**src/rtl/seg7_capture.sv**
```systemverilog
// seg7_capture: receives a 7-segment bus {g,f,e,d,c,b,a}, synchronises it to clk,
// filters transients and decodes committed patterns back to hex digits.
// Ports: clk/reset (sync, active-high); seg_in async segment bus;
//        digit/digit_valid hold the last commit; digit_stb, pattern_err, seq_err
//        are one-cycle pulses; accept_count counts accepted digits (wraps).
module seg7_capture #(
   parameter int STABLE_CYCLES = 16,
   parameter bit ACTIVE_LOW    = 1'b0
) (
   input  logic       clk,
   input  logic       reset,
   input  logic [6:0] seg_in,
   output logic [3:0] digit,
   output logic       digit_valid,
   output logic       digit_stb,
   output logic       pattern_err,
   output logic       seq_err,
   output logic [7:0] accept_count
);

   localparam logic [15:0] CNT_MAX    = 16'(STABLE_CYCLES - 1);
   localparam logic [15:0] CNT_COMMIT = 16'(STABLE_CYCLES - 2);

   logic [6:0]  w_seg;
   logic [6:0]  r_sync1;
   logic [6:0]  r_sync2;
   logic [6:0]  r_cand;
   logic [15:0] r_cnt;
   logic [6:0]  r_last_pat;
   logic [3:0]  r_prev;
   logic        r_had_prev;

   logic        w_commit;
   logic        w_legal;
   logic        w_blank;
   logic [3:0]  w_dec;
   logic [3:0]  w_next;

   assign w_seg    = ACTIVE_LOW ? ~seg_in : seg_in;
   // Fires on exactly one edge per stable run: the counter saturates one
   // step past the commit value, so it cannot pass CNT_COMMIT again.
   assign w_commit = (r_sync2 == r_cand) && (r_cnt == CNT_COMMIT);
   assign w_blank  = (r_sync2 == 7'h00);
   assign w_next   = r_prev + 4'd1;

   always_comb begin
      w_legal = 1'b1;
      w_dec   = 4'h0;
      case (r_sync2)
         7'h3F: w_dec = 4'h0;
         7'h06: w_dec = 4'h1;
         7'h5B: w_dec = 4'h2;
         7'h4F: w_dec = 4'h3;
         7'h66: w_dec = 4'h4;
         7'h6D: w_dec = 4'h5;
         7'h7D: w_dec = 4'h6;
         7'h07: w_dec = 4'h7;
         7'h7F: w_dec = 4'h8;
         7'h6F: w_dec = 4'h9;
         7'h77: w_dec = 4'hA;
         7'h7C: w_dec = 4'hB;
         7'h39: w_dec = 4'hC;
         7'h5E: w_dec = 4'hD;
         7'h79: w_dec = 4'hE;
         7'h71: w_dec = 4'hF;
         default: w_legal = 1'b0;
      endcase
   end

   always_ff @(posedge clk) begin
      if (reset) begin
         r_sync1      <= 7'h00;
         r_sync2      <= 7'h00;
         r_cand       <= 7'h00;
         r_cnt        <= 16'h0000;
         r_last_pat   <= 7'h00;
         r_prev       <= 4'h0;
         r_had_prev   <= 1'b0;
         digit        <= 4'h0;
         digit_valid  <= 1'b0;
         digit_stb    <= 1'b0;
         pattern_err  <= 1'b0;
         seq_err      <= 1'b0;
         accept_count <= 8'h00;
      end else begin
         r_sync1     <= w_seg;
         r_sync2     <= r_sync1;
         digit_stb   <= 1'b0;
         pattern_err <= 1'b0;
         seq_err     <= 1'b0;

         if (r_sync2 != r_cand) begin
            r_cand <= r_sync2;
            r_cnt  <= 16'h0000;
         end else if (r_cnt != CNT_MAX) begin
            r_cnt <= r_cnt + 16'h0001;
         end

         // A run that settles back on the already-committed pattern is a
         // glitch that healed itself: nothing to report.
         if (w_commit && (r_sync2 != r_last_pat)) begin
            r_last_pat <= r_sync2;
            if (w_legal) begin
               digit        <= w_dec;
               digit_valid  <= 1'b1;
               digit_stb    <= 1'b1;
               accept_count <= accept_count + 8'h01;
               seq_err      <= r_had_prev && (w_dec != w_next);
               r_prev       <= w_dec;
               r_had_prev   <= 1'b1;
            end else begin
               digit_valid <= 1'b0;
               pattern_err <= !w_blank;
            end
         end
      end
   end

endmodule

```
**config.mk**
```make
export PLATFORM = sky130hd
export DESIGN_NAME = seg7_capture
export DESIGN_NICKNAME = d
export VERILOG_FILES = /design/src/rtl/seg7_capture.sv
export SDC_FILE = /design/constraint.sdc
export NUM_CORES = 1
export LEC_CHECK = 0
export ABC_CLOCK_PERIOD_IN_PS = 4400
export BUFFER_PORTS_ARGS = -buffer_cell sky130_fd_sc_hd__buf_2
export CAP_MARGIN = 10
export CORE_UTILIZATION = 50
export DETAILED_ROUTE_END_ITERATION = 10
export PLACE_DENSITY = 0.71
export SETUP_SLACK_MARGIN = 0.1
export SYNTH_ARGS = -nofsm -noshare
export SYNTH_HDL_FRONTEND = slang
export SYNTH_SLANG_ARGS = --single-unit
export TNS_END_PERCENT = 20
```
**constraint.sdc**
```tcl
create_clock -name clk -period 4.4 [get_ports clk]
set_input_delay 0.66 -clock clk [delete_from_list [all_inputs] [get_ports clk]]
set_output_delay 0.66 -clock clk [all_outputs]
set_load 0.005 [all_outputs]
```
---- Yosys cells after proc, flatten, opt, wreduce, memory -nomap -nowiden ----
Cells that the tools add are included.
storage, ports and cells
  output and inout port bits .............. 16
  logic and storage cells ................. 53
  bits of input ports ..................... 9
  register bits after elaboration ......... 61
cells by class
  eq/ne operators ......................... 22
  muxes and demuxes ....................... 3
  bitwise operators ....................... 2
  reduce and logical (&&, ||, !) cells .... 11
  add/subtract/negate cells ............... 3
operators with widths
  kind                                                                      count
  7-bit equality test, second input constant                                12
  4-bit case mux with 15 select lines                                       1
  16-bit by 1-bit adder with 16-bit output, second input constant           1
  16-bit by 4-bit equality test with 1-bit output, second input constant    1
  16-bit by 4-bit inequality test with 1-bit output, second input constant  1
  16-bit OR reduction                                                       1
  7-bit by 3-bit equality test with 1-bit output, second input constant     2
  7-bit by 6-bit equality test with 1-bit output, second input constant     2
  7-bit inequality test                                                     2
  8-bit by 1-bit adder with 8-bit output, second input constant             1
  7-bit equality test                                                       1
  7-bit zero test                                                           1
  3-bit OR reduction                                                        2
  4-bit by 1-bit adder with 4-bit output, second input constant             1
  4-bit inequality test                                                     1
  2-bit OR reduction                                                        2
  1-bit logical AND                                                         3
  1-bit 2-to-1 mux                                                          2
  1-bit inverter                                                            2
  2-bit AND reduction                                                       1
  1-bit zero test                                                           1

---- Depth between registers and ports, before layout ----
  depth in word-level cells ............... 5
  gate-level depth with buffers ........... 10
  gate-level depth less buffers ........... 7

---- Worst setup path before layout ----
Ideal clock, no wire load.
  path kind ............................... register to register
  start ................................... reg r_sync2[0]
  end ..................................... reg accept_count[7]
  cell stages (with the launch flop) ...... 9
  setup slack ............................. 2.071 ns
  clock period less this slack ............ 2.329 ns
  library setup time ...................... 0.070 ns
  buffers on the path ..................... 2
  data arrival time ....................... 2.259 ns
  required time ........................... 4.330 ns
  cells stage by stage .................... dfxtp_1 -> buf_6 -> xor2_1 -> nor4_2 -> nand4_1 -> or4_4 -> buf_6 -> or4_1 -> a21oi_1
on the way
  word-level cells in the longest chain between the ends .. 4
  elaborated cells between the ends (all ways) .. 23
  classes of those cells .................. eq/ne (18); mux (1); reduce/logical (4)
ends and longest elaborated chain
  element                                                                    line     source
  from (decl)                                                                26       logic [6:0] r_sync2;
  from (signal assigned)                                                     87       r_sync2 <= r_sync1;
  7-bit equality test (tied with other cells)                                49       case (r_sync2)
  16-bit OR reduction (no source line) or 1-bit logical AND (tied branches)  --
  1-bit 2-to-1 mux or 1-bit logical AND (tied branches)                      49, 101
  2-bit AND reduction (no source line) (*)                                   --
  to (signal assigned)                                                       107      accept_count <= accept_count + 8'h01;
  to (decl)                                                                  18       output logic [7:0] accept_count
Mark *: on every way between the ends. The rest lies on a longest branch, timed or not.
A chain may end at the register's enable or synchronous reset.

---- Final worst setup path ----
  start ................................... reg r_sync2[3]
  end ..................................... reg accept_count[0]
Same word-level chain as after synthesis.

==> impl_metrics.json <==
{
  "outcome": "finished clean",
  "cp_max_fo": 19,
  "slowest_delay_ns": 0.87,
  "syn_nets": 342,
  "internal_power_uw": 850,
  "io_buffers": 24,
  "cts_made_buffers": 9,
  "core-area_um2": 5470,
  "drv_cap": 0,
  "rrSetupSlack_ns": 1.54,
  "clkPwrFrac_pct": 43.2,
  "synth_fa_ha_area_share_pct": 1.76,
  "cts_max_level": 3,
  "tightest_slew_ns": 0.789,
  "yosys-mux-area-fraction_pct": 0.706,
  "holdPathStages": 1,
  "netlist.area_leader.share_pct": 43.1,
  "crit_type": "flip-flop to flip-flop",
  "final_max_slew_viol_count": 0,
  "cts_tree": "done",
  "synth-main-ff-cell": "dfxtp_1",
  "fin_area_um2": 3120,
  "synth.avg_cell_area_um2": 8.62,
  "fp.dieW_um": 77.3,
  "grt_pass1_vias": 2023,
  "synth_top_area_cell": "dfxtp_1",
  "synth-seq-cells": 61,
  "leakagePower_nw": 1.17,
  "vias": 2265,
  "via_per_inst": 5.48,
  "startpoint_type": "flip-flop",
  "nNetsFinal": 351,
  "cts.path.max_buffers": 2,
  "dp.cells": 398,
  "r2r_end": "accept_count[0]",
  "gp_congestion": 0.760,
  "ys_seq_area_share_pct": 43.1,
  "min_from": "r_sync1[2]",
  "hp-class": "flip-flop to flip-flop",
  "ant_nets": 0,
  "clock_latency_ns": 0.33,
  "start_util_pct": 51.8,
  "cp_cell_sequence": "xor2_1 -> nor4_2 -> nand4_1 -> or4_1 -> or3_1 -> a21oi_1",
  "arrival_ns": 3.12,
  "synthTopCellsByArea": "dfxtp_1 (43%), xor2_1 (5.2%), xnor2_1 (4.3%)",
  "reg2reg_depth": 6,
  "finClkSkew_ns": 0.00543,
  "grt_pass1_wl_um": 9170,
  "finalWirelength_um": 5380,
  "ctsHoldBuffers": 0,
  "synthTopCellsByCount": "dfxtp_1 (61), nand2_1 (27), nor2_1 (27), nand3_1 (24), a21oi_1 (23)",
  "synth_top_family_by_area": "simple AND/OR/NAND/NOR gates",
  "drc": 0,
  "synth_edf_count": 0,
  "placed_area_um2": 2930,
  "grt-ovfl-total": 0,
  "track_usage_pct": 19.7,
  "cts_setup_buffers": 0,
  "syn_to_final_growth_pct": 9.93,
  "end_kind": "flip-flop",
  "timing.fmax_mhz": 349,
  "die_area_um2": 5980,
  "die-height_um": 77.3,
  "antenna_found_initial": 0,
  "syn_inst": 329,
  "r2r-start": "r_sync2[3]",
  "synth_most_common_cell": "dfxtp_1",
  "post-route-period-util_pct": 65.1,
  "synthArstFlopShare_pct": 0,
  "cts_resized": 0,
  "num_antenna_cells": 0,
  "synthSimpleGateAreaFrac_pct": 28.1,
  "cts_root_buffer": "clkbuf_8",
  "fin_crit_ns": 2.86,
  "path_clk_slew_ns": 0.06,
  "ir_worst_vdd_mv": 0.328,
  "drive_gt1_share_pct": 12.3,
  "ys_warn_count": 0,
  "place_hpwl_um": 3500,
  "p_switching_uw": 235,
  "synth_compound_area_share_pct": 11.1,
  "final_cells": 413,
  "min_to": "r_sync2[2]",
  "hold_violations": 0,
  "num-fill-cells": 511,
  "wire_per_inst_um": 13.0,
  "ios": 25,
  "seq_power_share_pct": 53.0,
  "powerDensity_nw_per_um2": 348,
  "holdWs_ns": 0.433,
  "combinationalPowerShare_pct": 3.8,
  "first_pass_iters": 4,
  "synthesis.area_um2": 2840,
  "rows": 27,
  "ys_types": 44,
  "switching_share_pct": 21.6,
  "grt_max_degree": 46,
  "critPathTopFamily": "simple AND/OR/NAND/NOR gates",
  "rsz0062_at_grt": "false",
  "cts.sink_count": 61,
  "timing.critical_path.required_ns": 4.66,
  "critical_path_buf_inv_count": 0,
  "finalSetupTns_ns": 0,
  "max_slew_margin_pct": 47.4,
  "setup_viol": 0,
  "synth_xor_area_share_pct": 10.4,
  "drt_iter0_drc": 166,
  "crit_path_top_delay_cell": "or4_1"
}
layer usage:
| metal | up-vias | share of wire (%) | wire length [µm] | GRT usage, % |
|---|---|---|---|---|
| met3 | 8 | 3.3 | 178 | 5.71 |
| met1 | 1050 | 49 | 2610 | 24.8 |
| met4 | 0 | 1.7 | 94 | 11.7 |
| met2 | 41 | 46 | 2490 | 29.8 |
| met5 | - | 0 | 0 | 0 |
| li1 | 1166 | - | - | - |
metrics by stage:
step	utilization, %	total power [mW]	worst slack [ns]
floorplan	-	0.620	2.07
global placement	53.5	0.628	1.66
detailed placement	53.5	0.629	1.57
CTS	56.8	1.10	1.56
global route	57.0	1.12	1.35
finish	57.0	1.08	1.54
worst max path at each step:
stage                from              end  cells past startpoint
3_5_place_dp   r_sync2[0]  accept_count[0]                      6
4_1_cts        r_sync2[0]  accept_count[0]                      6
3_3_place_gp   r_sync2[3]        r_prev[3]                      6
2_1_floorplan  r_sync2[0]  accept_count[7]                      8
6_report       r_sync2[3]  accept_count[0]                      6
5_1_grt        r_sync2[0]  accept_count[0]                      6
power groups by stage:
| stage | clock, mW | combinational (mW) | sequential, mW |
|---|---|---|---|
| 6_report | 0.468 | 0.0414 | 0.575 |
| 5_1_grt | 0.501 | 0.0462 | 0.577 |
| 4_1_cts | 0.480 | 0.0419 | 0.575 |
| 3_5_place_dp | 0 | 0.0417 | 0.587 |
| 3_3_place_gp | 0 | 0.0412 | 0.587 |
| 2_1_floorplan | 0 | 0.0440 | 0.576 |
final cells by class:
class	instances	area, µm²	area share (%)
flip-flops and latches	61	1220	39.2
clock buffers	12	145	4.65
well taps	72	90.1	2.89
inverters	4	15.0	0.482
clock inverters	2	35.0	1.12
multi-input cells	237	1480	47.6
repair buffers	25	128	4.09
cell families after synthesis:
kind of cell	count (synthesis)
DFF	61
and+or+nand+nor	148
muxes	2
AOI/OAI and AO/OA	51
xor gates and xnor gates	32
buffers and inverters	31
adders and majority gates	4
flip-flops by register name, summed over array words and instances (netlist names):
register,flops
accept_count,8
r_cnt,16
r_last_pat,7
pattern_err,1
r_sync2,7
r_cand,7
r_sync1,7
r_had_prev,1
digit_stb,1
r_prev,4
digit_valid,1
seq_err,1
layout by cell type, fill, tap and decap left out, types with 2 or more instances in the layout:
cell type,n
o21ai_0,8
and3_1,9
buf_2,24
a2111oi_0,2
clkbuf_1,2
a211oi_1,3
nor4_1,7
clkbuf_8,10
nand4_1,4
or4_1,8
o32ai_1,3
dfxtp_1,61
xnor2_1,14
nand3_1,24
nor2_1,27
or3_1,3
inv_1,4
mux2i_1,2
nor2b_1,19
o31ai_1,6
nand2_1,27
a21oi_1,23
nor4_2,2
xor2_1,17
ha_1,4
nor3_1,4
nand2b_1,5
No activity file was read; power rests on OpenSTA's default activity.
